<file path="src/rtl/board_arbiter.sv">
// board_arbiter: shares the single-port board RAM between game logic and renderer,
// and sweeps the whole board to zero on request.
module board_arbiter #(
   parameter int COLS = 10,
   parameter int ROWS = 20,
   parameter int VID_MAX_WAIT = 4
) (
   input  logic       CLOCK_50,
   input  logic       resetn,
   input  logic       clear_req,
   output logic       clear_busy,
   input  logic       game_req,
   input  logic       game_we,
   input  logic [3:0] game_x,
   input  logic [4:0] game_y,
   input  logic       game_wdata,
   output logic       game_gnt,
   output logic       game_rvalid,
   output logic       game_rdata,
   input  logic       vid_req,
   input  logic [3:0] vid_x,
   input  logic [4:0] vid_y,
   output logic       vid_gnt,
   output logic       vid_rvalid,
   output logic       vid_rdata,
   output logic       mem_re,
   output logic       mem_we,
   output logic [3:0] mem_x,
   output logic [4:0] mem_y,
   output logic       mem_wdata,
   input  logic       mem_rdata
);
   localparam logic [3:0] XMAX = 4'(COLS - 1);
   localparam logic [4:0] YMAX = 5'(ROWS - 1);
   localparam logic [3:0] VMAX = 4'(VID_MAX_WAIT);

   typedef enum logic {ARB, CLEAR} state_t;
   state_t state, state_nx;
   logic [3:0] vid_wait, clr_x, acc_x;
   logic [4:0] clr_y, acc_y;
   logic clr, acc, acc_we, acc_wd, in_range;
   logic p1_v, p1_own, p1_oor, p2_v, p2_own, p2_oor;

   // grants are gated by resetn so both stay low while reset is held
   always_comb begin
      state_nx = state;
      game_gnt = 1'b0;
      vid_gnt = 1'b0;
      if (state == CLEAR) begin
         if (clr_x == XMAX && clr_y == YMAX) state_nx = ARB;
      end else if (clear_req) begin
         state_nx = CLEAR;
      end else if (resetn) begin
         vid_gnt = vid_req && (!game_req || vid_wait == VMAX);
         game_gnt = game_req && !vid_gnt;
      end
   end

   assign clr = state == CLEAR;
   assign clear_busy = clr;
   assign acc = game_gnt || vid_gnt;
   assign acc_x = vid_gnt ? vid_x : game_x;
   assign acc_y = vid_gnt ? vid_y : game_y;
   assign acc_we = game_gnt && game_we;
   assign acc_wd = game_gnt && game_wdata;
   assign in_range = acc_x <= XMAX && acc_y <= YMAX;

   always_ff @(posedge CLOCK_50 or negedge resetn) begin
      if (!resetn) begin
         state <= ARB;
         vid_wait <= '0;
         clr_x <= '0;
         clr_y <= '0;
         mem_re <= 1'b0;
         mem_we <= 1'b0;
         mem_x <= '0;
         mem_y <= '0;
         mem_wdata <= 1'b0;
         {p1_v, p1_own, p1_oor, p2_v, p2_own, p2_oor} <= '0;
      end else begin
         state <= state_nx;
         vid_wait <= (!vid_req || vid_gnt) ? '0 : vid_wait + 4'(vid_wait != VMAX);
         clr_x <= (clr && clr_x != XMAX) ? clr_x + 4'd1 : '0;
         clr_y <= clr ? clr_y + 5'(clr_x == XMAX) : '0;
         mem_re <= acc && !acc_we && in_range;
         mem_we <= clr || (acc && acc_we && in_range);
         mem_x <= clr ? clr_x : acc_x;
         mem_y <= clr ? clr_y : acc_y;
         mem_wdata <= !clr && acc_wd;
         p1_v <= acc && !acc_we;
         p1_own <= vid_gnt;
         p1_oor <= !in_range;
         p2_v <= p1_v;
         p2_own <= p1_own;
         p2_oor <= p1_oor;
      end
   end

   // out-of-range reads behave as wall for the game and empty for the renderer
   assign game_rvalid = p2_v && !p2_own;
   assign vid_rvalid = p2_v && p2_own;
   assign game_rdata = game_rvalid && (p2_oor || mem_rdata);
   assign vid_rdata = vid_rvalid && !p2_oor && mem_rdata;
endmodule

</file>
<file path="config.mk">
export PLATFORM = sky130hd
export DESIGN_NAME = board_arbiter
export DESIGN_NICKNAME = d
export VERILOG_FILES = /design/src/rtl/board_arbiter.sv
export SDC_FILE = /design/constraint.sdc
export NUM_CORES = 1
export LEC_CHECK = 0
export CAP_MARGIN = 20
export CORE_MARGIN = 3
export CORE_UTILIZATION = 50
export DETAILED_ROUTE_END_ITERATION = 10
export PLACE_DENSITY = 0.84
export SYNTH_ARGS = -nofsm -noshare
export SYNTH_HDL_FRONTEND = slang
export SYNTH_SLANG_ARGS = --single-unit
</file>
<file path="constraint.sdc">
create_clock -name CLOCK_50 -period 2.9 [get_ports CLOCK_50]
set_input_delay 0.58 -clock CLOCK_50 [delete_from_list [all_inputs] [get_ports CLOCK_50]]
set_output_delay 0.58 -clock CLOCK_50 [all_outputs]
set_load 0.005 [all_outputs]
</file>
After elaboration in Yosys (flattened, before gate mapping)
Cells that the tools add are included.
- input port bits: 26
- output and inout bits: 19
- register bits after elaboration: 32
- eq/ne operators: 5
- reductions and logical operators: 30
- $add $sub $neg: 3
- order comparisons: 2
- mux-type cells: 16
- operators by type and width (operator ; number):
    $logic_and A1 B1 Y1 ; 17
    $mux W4 ; 4
    $mux W5 ; 3
    $mux W1 ; 9
    $logic_not A1 Y1 ; 8
    $add A5 B1 Y5 ; 1
    $eq A5 B5 Y1 const B ; 1
    $le A5 B5 Y1 const B ; 1
    $logic_or A1 B1 Y1 ; 5
    $add A4 B1 Y4 ; 1
    $add A4 B1 Y4 const B ; 1
    $eq A4 B3 Y1 const B ; 1
    $eq A4 B4 Y1 const B ; 1
    $le A4 B4 Y1 const B ; 1
    $ne A4 B3 Y1 const B ; 1
    $ne A4 B4 Y1 const B ; 1

Depth between registers and ports, before layout
- depth after elaboration: 12
- depth in mapped cells: 9
- depth with buffers taken out: 9

Worst setup path after synthesis
Ideal clock, no wire load.
- kind: reg-to-reg
- start point: register vid_wait[0]
- end point: register mem_y[1]
- setup slack: 1040 ps
- library setup time: 125 ps
- arrival: 1735 ps
- required time: 2775 ps
- cell stages (with the launch flop): 8
- path through: dfrtp_1 > inv_1 > ha_1 > and3b_2 > o211ai_4 > buf_6 > mux2_4 > mux2_2
- cells in the longest elaborated chain, start to end: 8
- ends and longest elaborated chain (element ; line ; RTL):
    start: declaration ; 39 ; logic [3:0] vid_wait, clr_x, acc_x;
    start signal: assignment ; 82 ; vid_wait <= (!vid_req || vid_gnt) ? '0 : vid_wait + 4'(vid_wait != VMAX);
    $eq A4 B3 Y1 ; 54 ; vid_gnt = vid_req && (!game_req || vid_wait == VMAX);
    $logic_or A1 B1 Y1 ; 54 ;
    $logic_and A1 B1 Y1 ; 54 ;
    $mux W1 ; 53 ; end else if (resetn) begin
    $mux W1 ; 51 ; end else if (clear_req) begin
    $mux W1 ; 49 ; if (state == CLEAR) begin
    $mux W5 ; 63 ; assign acc_y = vid_gnt ? vid_y : game_y;
    $mux W5 ; 88 ; mem_y <= clr ? clr_y : acc_y;
    end signal: assignment ; 88 ;
    end: declaration ; 29 ; output logic [4:0] mem_y,
No other way between the ends.

Final worst setup path
- start point: register vid_wait[0]
- end point: output game_gnt
- cells in the longest elaborated chain, start to end: 8
- ends and longest elaborated chain (element ; line ; RTL):
    $eq A4 B3 Y1 ; 54 ;
    $logic_or A1 B1 Y1 ; 54 ;
    $logic_and A1 B1 Y1 ; 54 ;
    $logic_not A1 Y1 ; 55 ; game_gnt = game_req && !vid_gnt;
    $logic_and A1 B1 Y1 ; 55 ;
    $mux W1 ; 53 ;
    $mux W1 ; 51 ;
    $mux W1 ; 49 ;
    end: declaration ; 17 ; output logic game_gnt,
No other way between the ends.

==> impl_metrics.toml <==
[sta]
setup_viol = 0
slew_headroom = 0.7345
rsz0062_at_grt = "false"
tightest_slew_ps = 398.3
finalCritPeriodShare = 0.9513
fin_ws_ps = 141.2
fmax_mhz = 362.5
finalHoldViolations = 0
slew_viol_final = 0
clock_skew_ps = 4.470
period_minus_slack_ps = 2759
tns_ps = 0

[hold_path]
worstHoldPathCells = 0
min_from = "p1_v"
min_to = "p2_v"
hp-class = "register to register"

[clock_network]
cts_sinks = 32
ctsResizeCount = 0
cts_tree = "built"
clk_path_buf_depth = 2
hold_buffers = 0
clock_latency_ps = 330
cts.reportedPaths.clkPinSlew_ps = 90
post_cts_buffers = 0
cts_buffers = 5
h-tree-depth = 2
root_buffer = "clkbuf_4"

[routing]
drc = 0
ant_nets = 0
wl_per_cell_um = 14.77
postRouteWirelength_um = 3057
drt_iter0_drc = 26
vias_per_cell = 5.213
first_pass_iters = 4
vias = 1079

[synthesis]
yosys.cell_types.count = 30
synth_seq_cells = 32
postSynthAreaPerCell_um2 = 12.29
synth_seq_area_share = 0.5255
synth_area_um2 = 1524
yosys.area.top_type = "dfrtp_1"
synth_top_cell_area_share = 0.5255
synth_warnings = 0
synth_area_leaders = "dfrtp_1 (53%), mux2_2 (9.6%), ha_1 (5.7%), mux2_4 (3.0%), and2_1 (2.9%)"
synth_cells = 124
synth_nets = 157

[placement]
dp_worst_setup_slack_ps = 155.3
port_buffers = 44
place_inst = 200
place_area_um2 = 2007
place_congestion = 0.7973
dp_hpwl_um = 2360

[setup_path]
path_max_fanout = 3
critPathKind = "register to output pin"
reg2reg_slack_ps = 870
r2r-end = "mem_y[0]"
crit-reg2reg-launch = "vid_wait[0]"
cp-start-kind = "register"
critical_path_required_ps = 2320
worstSetupEndpointType = "output pin"
worst_ep_arrival_time_ps = 2180
r2r_cells = 7

[pwr]
total_power_mw = 1.228
p_leak_nw = 0.9779
vdd.ir_drop.worst_mv = 0.4531
p_per_area_nw_per_um2 = 592.8

[global_route]
grt.total_usage = 0.1874
grt_pass1_wl_um = 4912
grt.overflow.total = 0
grt_pass1_vias = 1086
grt_max_degree = 34
antenna_found_initial = 0

[cells_and_area]
stdcell_area_um2 = 2072
drive_gt1_frac = 0.1989
final_cells = 207
n_antenna_cell = 0
nNetsFinal = 209
synthToLayoutAreaGrowth_pct = 35.96
num-fill-cells = 190

[floorplan]
core_region_area_um2 = 2829
rows = 19
ios = 45
die_area_um2 = 3746
die-width_um = 61.21
initial_utilization = 0.5387
chipHeight_um = 61.21

[status]
outcome = "complete, no violations"

[run]
max-cap-violations = 0
-- cells by family after synthesis --
family                   Yosys count  share of synthesized area
AND/OR/NAND/NOR                   37                     0.1429
adder cells (fa/ha/maj)            7                    0.05747
multiplexers                      18                     0.1388
buffers and inverters             10                    0.03448
XOR/XNOR                           7                    0.04023
AO/OA/AOI/OAI                     13                    0.06076
flip-flops                        32                     0.5255
-- synthesized netlist by cell type --
| cell | count |
|---|---|
| nor4_1 | 1 |
| xnor2_1 | 5 |
| xor2_1 | 2 |
| mux2i_1 | 2 |
| nor3b_1 | 1 |
| o21ai_0 | 5 |
| a31oi_1 | 1 |
| inv_1 | 7 |
| and3_2 | 3 |
| nor2_1 | 8 |
| clkbuf_1 | 1 |
| and3b_2 | 1 |
| nand2_1 | 6 |
| a31o_2 | 2 |
| nor2b_1 | 2 |
| nand2b_1 | 1 |
| mux2_4 | 3 |
| a21oi_1 | 3 |
| nand3_1 | 3 |
| and2_0 | 1 |
| dfrtp_1 | 32 |
| o21a_1 | 1 |
| ha_1 | 7 |
| and3b_1 | 1 |
| nor3b_4 | 1 |
| buf_6 | 2 |
| nand3b_1 | 1 |
| mux2_2 | 13 |
| o211ai_4 | 1 |
| and2_1 | 7 |
-- cell usage in the layout, fill, tap and decap left out, types with 4 or more instances in the layout --
cell	count
clkdlybuf4s50_1	44
dfrtp_1	32
mux2_2	13
nor2_1	8
inv_1	7
and2_1	7
ha_1	7
nand2_1	6
xnor2_1	5
o21ai_0	5
clkbuf_4	5
buf_4	4
-- report_power, final --
part | internal [mW] | switching, mW
clock | 0.137 | 0.143
combinational | 0.217 | 0.120
sequential | 0.544 | 0.0670
-- routing by layer --
metal	GRT usage	vias to the layer above	part of all wire
li1	-	522	-
met1	0.2147	515	0.41
met2	0.3112	35	0.50
met3	0.06080	7	0.062
met4	0.09907	0	0.025
met5	0	-	0
-- critical path, stage by stage (launching register included) --
cell and delay [ps]:
dfrtp_1 390, inv_1 50, ha_1 190, and3b_2 250, o21ai_0 240, and3_2 240
clkdlybuf4s50_1 500
-- metrics by stage --
step	util	hold WS (ps)
final	0.7324	360.7
after floorplan	-	284.4
after global placement	0.7094	338.2
after detailed placement	0.7094	341.2
after CTS	0.7324	366.7
after global routing	0.7324	365.4
-- cell type report --
type	instances	area, µm²	area share
Timing Repair Buffer	48	470.5	0.2271
Clock buffer	7	65.06	0.03140
Tap cell	31	38.79	0.01872
Multi-Input combinational cell	82	670.6	0.3237
Inverter	7	26.28	0.01268
Sequential cell	32	800.8	0.3865
-- worst max-delay path by stage --
stage | depth (start not counted) | from | to
floorplan | 7 | vid_wait[0] | mem_y[1]
detailed placement | 5 | game_req | game_gnt
global route | 6 | vid_wait[0] | game_gnt
CTS | 6 | vid_wait[0] | game_gnt
finish | 6 | vid_wait[0] | game_gnt
global placement | 5 | game_req | game_gnt
-- registers in the layout, indices dropped and copies added, names as in the netlist, 4 cells and up --
signal / cells
clr_y: 5
vid_wait: 4
clr_x: 4
mem_x: 4
mem_y: 5
(Power assumes the default switching activity.)
==> edit 1: new RTL, same flow settings <==
Reset style: synchronous (`resetn`), changed in one clocked block.
--- a/src/rtl/board_arbiter.sv
+++ b/src/rtl/board_arbiter.sv
@@ -65,7 +65,7 @@
    assign acc_wd = game_gnt && game_wdata;
    assign in_range = acc_x <= XMAX && acc_y <= YMAX;
 
-   always_ff @(posedge CLOCK_50 or negedge resetn) begin
+   always_ff @(posedge CLOCK_50) begin
       if (!resetn) begin
          state <= ARB;
          vid_wait <= '0;
Formal check against the unedited RTL: differs if resetn is asserted again (counterexample within 4 cycles, from zero or initial values and one cycle with resetn low); with resetn held inactive, the same outputs for 10 cycles.
==> edit 1 against the unedited design <==
  * Cell area is 10% lower
  * Routed wire length is 0.62% higher
  * Synthesized cell count is 11% higher
  * Clock skew rose by 1.6 ps
  * Sequential cell count is the same
  * Highest routed layer unchanged
  * Register-to-register slack improved by 150 ps
  * Setup slack got worse by 15 ps
  * Sequential share of layout area shrank 4.3 points
  * Area after synthesis down 13%
Power is not compared: it rests on default switching activity, and its combinational part moved more than twofold at a synthesized area within 25%.
==> edit 1: results (changes against the unedited design) <==
Final layout
  • Share of layout cells above drive strength 1: 0.0688 (-0.130)
  • # nets final: 221 (+5.7%)

STA
  • Max Clock Freq: 0.360 GHz (-0.55%)
  • Slew margin rel.: 0.705 (-0.0290)
  • Clock skew: 6.02 ps (+1.55 ps)
  • Worst hold margin: 441 ps (+80.2 ps)

Worst setup path
  • Max incr delay on CP: 570 ps (+70 ps)
  • Crit Path Max Fanout: 4 (+1)
  • RR Startpoint: vid_wait[0]
  • R2R setup slack: 1020 ps (+150 ps)

Logic synthesis
  • Async S/R FF share, synth: 0 (-1.00)
  • Sequential area share after synthesis: 0.482 (-0.0438)
  • Synth cell count leaders: dfxtp_1, o21ai_0, nor2_1, a21oi_1, mux2i_1
  • Dominant cells by area after synthesis: dfxtp_1, mux2i_1, ha_1
  • Synth unique cells: 28 (-6.7%)

Outcome
  • Run status: complete, no violations

GRT
  • First-pass GRT wire length: 5220 um (+6.2%)
  • Largest net degree at the start of global routing: 21 (-38%)
  • Total GRT Usage: 0.205 (+0.0177)

Worst hold path
  • Hold Crit Depth: 1 (+1)
  • Hold worst-path end: p2_oor

Routing
  • Via count: 1,144 (+6.0%)
  • Routed wire length: 3080 um (+0.62%)
  • Number of DRC markers in iteration 0: 48 (+85%)

Placed design
  • RePlAce Congestion: 0.838 (+5.1%)
==> edit 1: changes by cell type after synthesis, sizes merged, moves of 5 or more <==
cell and delta:
mux2 -16, nor2 +5, o21ai +9, mux2i +8, dfxtp +32, a21oi +7
dfrtp -32
==> edit 1: worst max-delay path by stage <==
stage / startpoint / endpoint / depth (start not counted)
2_1_floorplan: vid_wait[0] / vid_gnt / 5
3_3_place_gp: clear_req / game_gnt / 5
3_5_place_dp: clear_req / game_gnt / 5
4_1_cts: clear_req / game_gnt / 5
5_1_grt: clear_req / game_gnt / 5
6_report: clear_req / game_gnt / 5
==> edit 1: cell families after synthesis <==
group	after synthesis
flip-flops	32
AO/OA/AOI/OAI	30
adder cells (fa/ha/maj)	7
buffers and inverters	11
AND/OR/NAND/NOR	41
multiplexers	10
XOR/XNOR	7
==> edit 1: per-stage QoR <==
stage | utilization | std cells
2_1_floorplan | - | 138
3_3_place_gp | 0.721 | 211
3_5_place_dp | 0.721 | 211
4_1_cts | 0.746 | 219
5_1_grt | 0.746 | 219
6_report | 0.746 | 219
==> edit 1: report_power, final <==
part           internal, W  total, W  switching (W)  leakage, nW
Sequential        0.000457  0.000465     0.00000828        0.262
Clock             0.000115  0.000267       0.000152       0.0380
Combinational    0.0000703  0.000114      0.0000433        0.439
Total             0.000642  0.000846       0.000203        0.739
==> edit 1: layer usage <==
metal  GRT usage  up-vias  share of wire
met1       0.238      519           0.39
met4       0.109        0          0.034
met2       0.348       41           0.51
met3      0.0452       13          0.062
met5           0        -              0
li1            -      571              -
==> edit 1: final cells by class <==
class | count | area [um^2]
Clock buffer | 6 | 51.3
Clock inverter | 2 | 10.0
Fill cell | 188 | 636
Inverter | 7 | 26.3
Multi-Input combinational cell | 95 | 636
Sequential cell | 32 | 641
Tap cell | 30 | 37.5
Timing Repair Buffer | 47 | 463
==> edit 1: worst max-delay path, delay by kind of cell <==
family | cells | cell delay, ps
AOI/OAI and AO/OA | 1 | 310
buffers and inverters | 2 | 980
and+or+nand+nor | 2 | 320
==> edit 2: new RTL, same flow settings <==
Without the edit above. `ROWS`: 20 -> 15.
--- a/src/rtl/board_arbiter.sv
+++ b/src/rtl/board_arbiter.sv
@@ -2,7 +2,7 @@
 // and sweeps the whole board to zero on request.
 module board_arbiter #(
    parameter int COLS = 10,
-   parameter int ROWS = 20,
+   parameter int ROWS = 15,
    parameter int VID_MAX_WAIT = 4
 ) (
    input  logic       CLOCK_50,
Behaviour: not the same (a bounded check fails within 4 cycles, from zero or initial values and one cycle with resetn low).
==> edit 2 against the unedited design <==
  * Non-clock buffer count up 1
  * Cell area fell by 2.5%
  * Sequential cell count stayed put
  * Routed wire length up 5.5%
  * Clock skew increased by 0.95 ps
  * Register-to-register slack better by 230 ps
  * Utilization decreased by 0.64 points
  * Setup slack better by 53 ps
  * Area after synthesis fell by 3.7%
  * Count of clock-buffer cells in the layout rose by 1
  * Power fell by 1.3%
  * Synthesized cell count is 6.5% higher
  * Via count is 3.8% higher
  * Largest power group unchanged
==> edit 2: results (changes against the unedited design) <==
Routing
  • Met3 routed WL: 163 um (-15%)
  • DRT Pass-1 Iters: 4 (unchanged)
  • WL met1: 1250 um (-0.16%)
  • WL met2: 1730 um (+12%)
  • Routed wire length: 3220 um (+5.5%)
  • Number of DRC markers in iteration 0: 50 (+92%)
  • Number of vias per cell: 5.19 (-0.53%)

Final layout
  • Share of layout cells above drive strength 1: 0.0757 (-0.123)
  • # diodes: 0 (unchanged)
  • Layout Cells excl Fill: 216 (+4.3%)
  • Fillers: 220 (+16%)

CTS
  • CTS buffer count: 5 (unchanged)
  • Htree depth: 2 (unchanged)
  • Worst-path clk slew: 90 ps (about the same)
  • Root Driver: clkbuf_4
  • Hold-fix buffers, CTS: 0 (unchanged)
  • Worst skew pair latency: 330 ps (about the same)

Logic synthesis
  • Synth Net Count: 165 (+5.1%)
  • Sequential area share after synthesis: 0.546 (+0.0202)
  • Ys flop type: dfrtp_1
  • Synth unique cells: 27 (-10%)
  • Mapped Cells: 132 (+6.5%)
  • Dominant cells by area after synthesis: dfrtp_1, mux2i_1, ha_1
  • Synthesis warning total: 0 (unchanged)
  • Synth cell count leaders: dfrtp_1, nand2_1, mux2i_1, o21ai_1

STA
  • Worst slew pin tran: 444 ps (+46.0 ps)
  • Clock skew: 5.42 ps (+0.945 ps)

Worst hold path
  • HP Class: reg -> reg

GRT
  • GR met1 Demand/Resource: 0.241 (+0.0267)
  • Number of global-route vias before repair: 1,130 (+4.1%)
  • Total GRT Usage: 0.204 (+0.0170)
  • GRT met2 Usage: 0.343 (+0.0314)
  • First-pass GRT wire length: 5280 um (+7.5%)
  • Met3 Usage GRT: 0.0648 (+0.00400)
  • Initial antenna violation count: 0 (unchanged)
  • Largest net degree at the start of global routing: 29 (-15%)

Worst setup path
  • Crit Path Max Fanout: 3 (unchanged)
  • Max incr delay on CP: 530 ps (+30 ps)
  • CP max-delay cell: clkdlybuf4s50_1

Power
  • Tot Pwr: 0.00121 W (-1.3%)
  • Sw power: 0.000344 W (+4.4%)
  • Peak supply drop: 538 uV (+19%)
  • Leak Pwr: 0.899 nW (-8.0%)

Placed design
  • RePlAce Congestion: 0.791 (-0.75%)
  • Placed Area: 0.00195 mm^2 (-3.0%)
  • Hpwl dp: 2560 um (+8.7%)
  • Placed insts: 207 (+3.5%)
  • Pre-CTS setup slack: 64.6 ps (-90.7 ps)

Outcome
  • Run status: complete, no violations
-- edit 2: kinds of logic (layout without fill, tap and decap cells) --
kind of cell / after synthesis / count (layout) / share of synthesized area
DFF: 32 / 32 / 0.546
buffers and inverters: 12 / 65 / 0.0409
and+or+nand+nor: 43 / 43 / 0.157
AOI/OAI and AO/OA: 21 / 21 / 0.0870
adders and majority gates: 7 / 7 / 0.0597
xor gates and xnor gates: 7 / 7 / 0.0418
muxes: 10 / 10 / 0.0682
-- edit 2: critical path: cells and delay by family --
kind,cells,cell delay (ps)
AO/OA/AOI/OAI,1,210
buffers and inverters,3,1110
AND/OR/NAND/NOR,1,220
-- edit 2: cell type report --
| cell class | count | area share |
|---|---|---|
| clock buffer | 8 | 0.0291 |
| sequential | 32 | 0.397 |
| timing repair buffer | 49 | 0.237 |
| tap | 31 | 0.0192 |
| multi-input combinational | 88 | 0.304 |
| inverter | 8 | 0.0149 |
-- edit 2: power by group through the flow --
| stage | clock network [W] | registers, W | logic [W] |
|---|---|---|---|
| finish | 0.000261 | 0.000613 | 0.000339 |
| global route | 0.000293 | 0.000627 | 0.000382 |
| CTS | 0.000267 | 0.000614 | 0.000343 |
| detailed placement | 0 | 0.000623 | 0.000340 |
| global placement | 0 | 0.000617 | 0.000323 |
| floorplan | 0 | 0.000614 | 0.000162 |
-- edit 2: path summary, 6_finish.rpt --
path	startpoint	end	slack, ps	depth (start not counted)
setup / recovery	game_req	game_gnt	190	5
hold / removal	p1_oor	p2_oor	360	0
setup reg to reg	vid_wait[0]	mem_we	1100	7
hold reg to reg	p1_oor	p2_oor	360	0
max in group asynchronous	resetn	mem_re	1990	2
min in group asynchronous	resetn	mem_x[1]	640	2
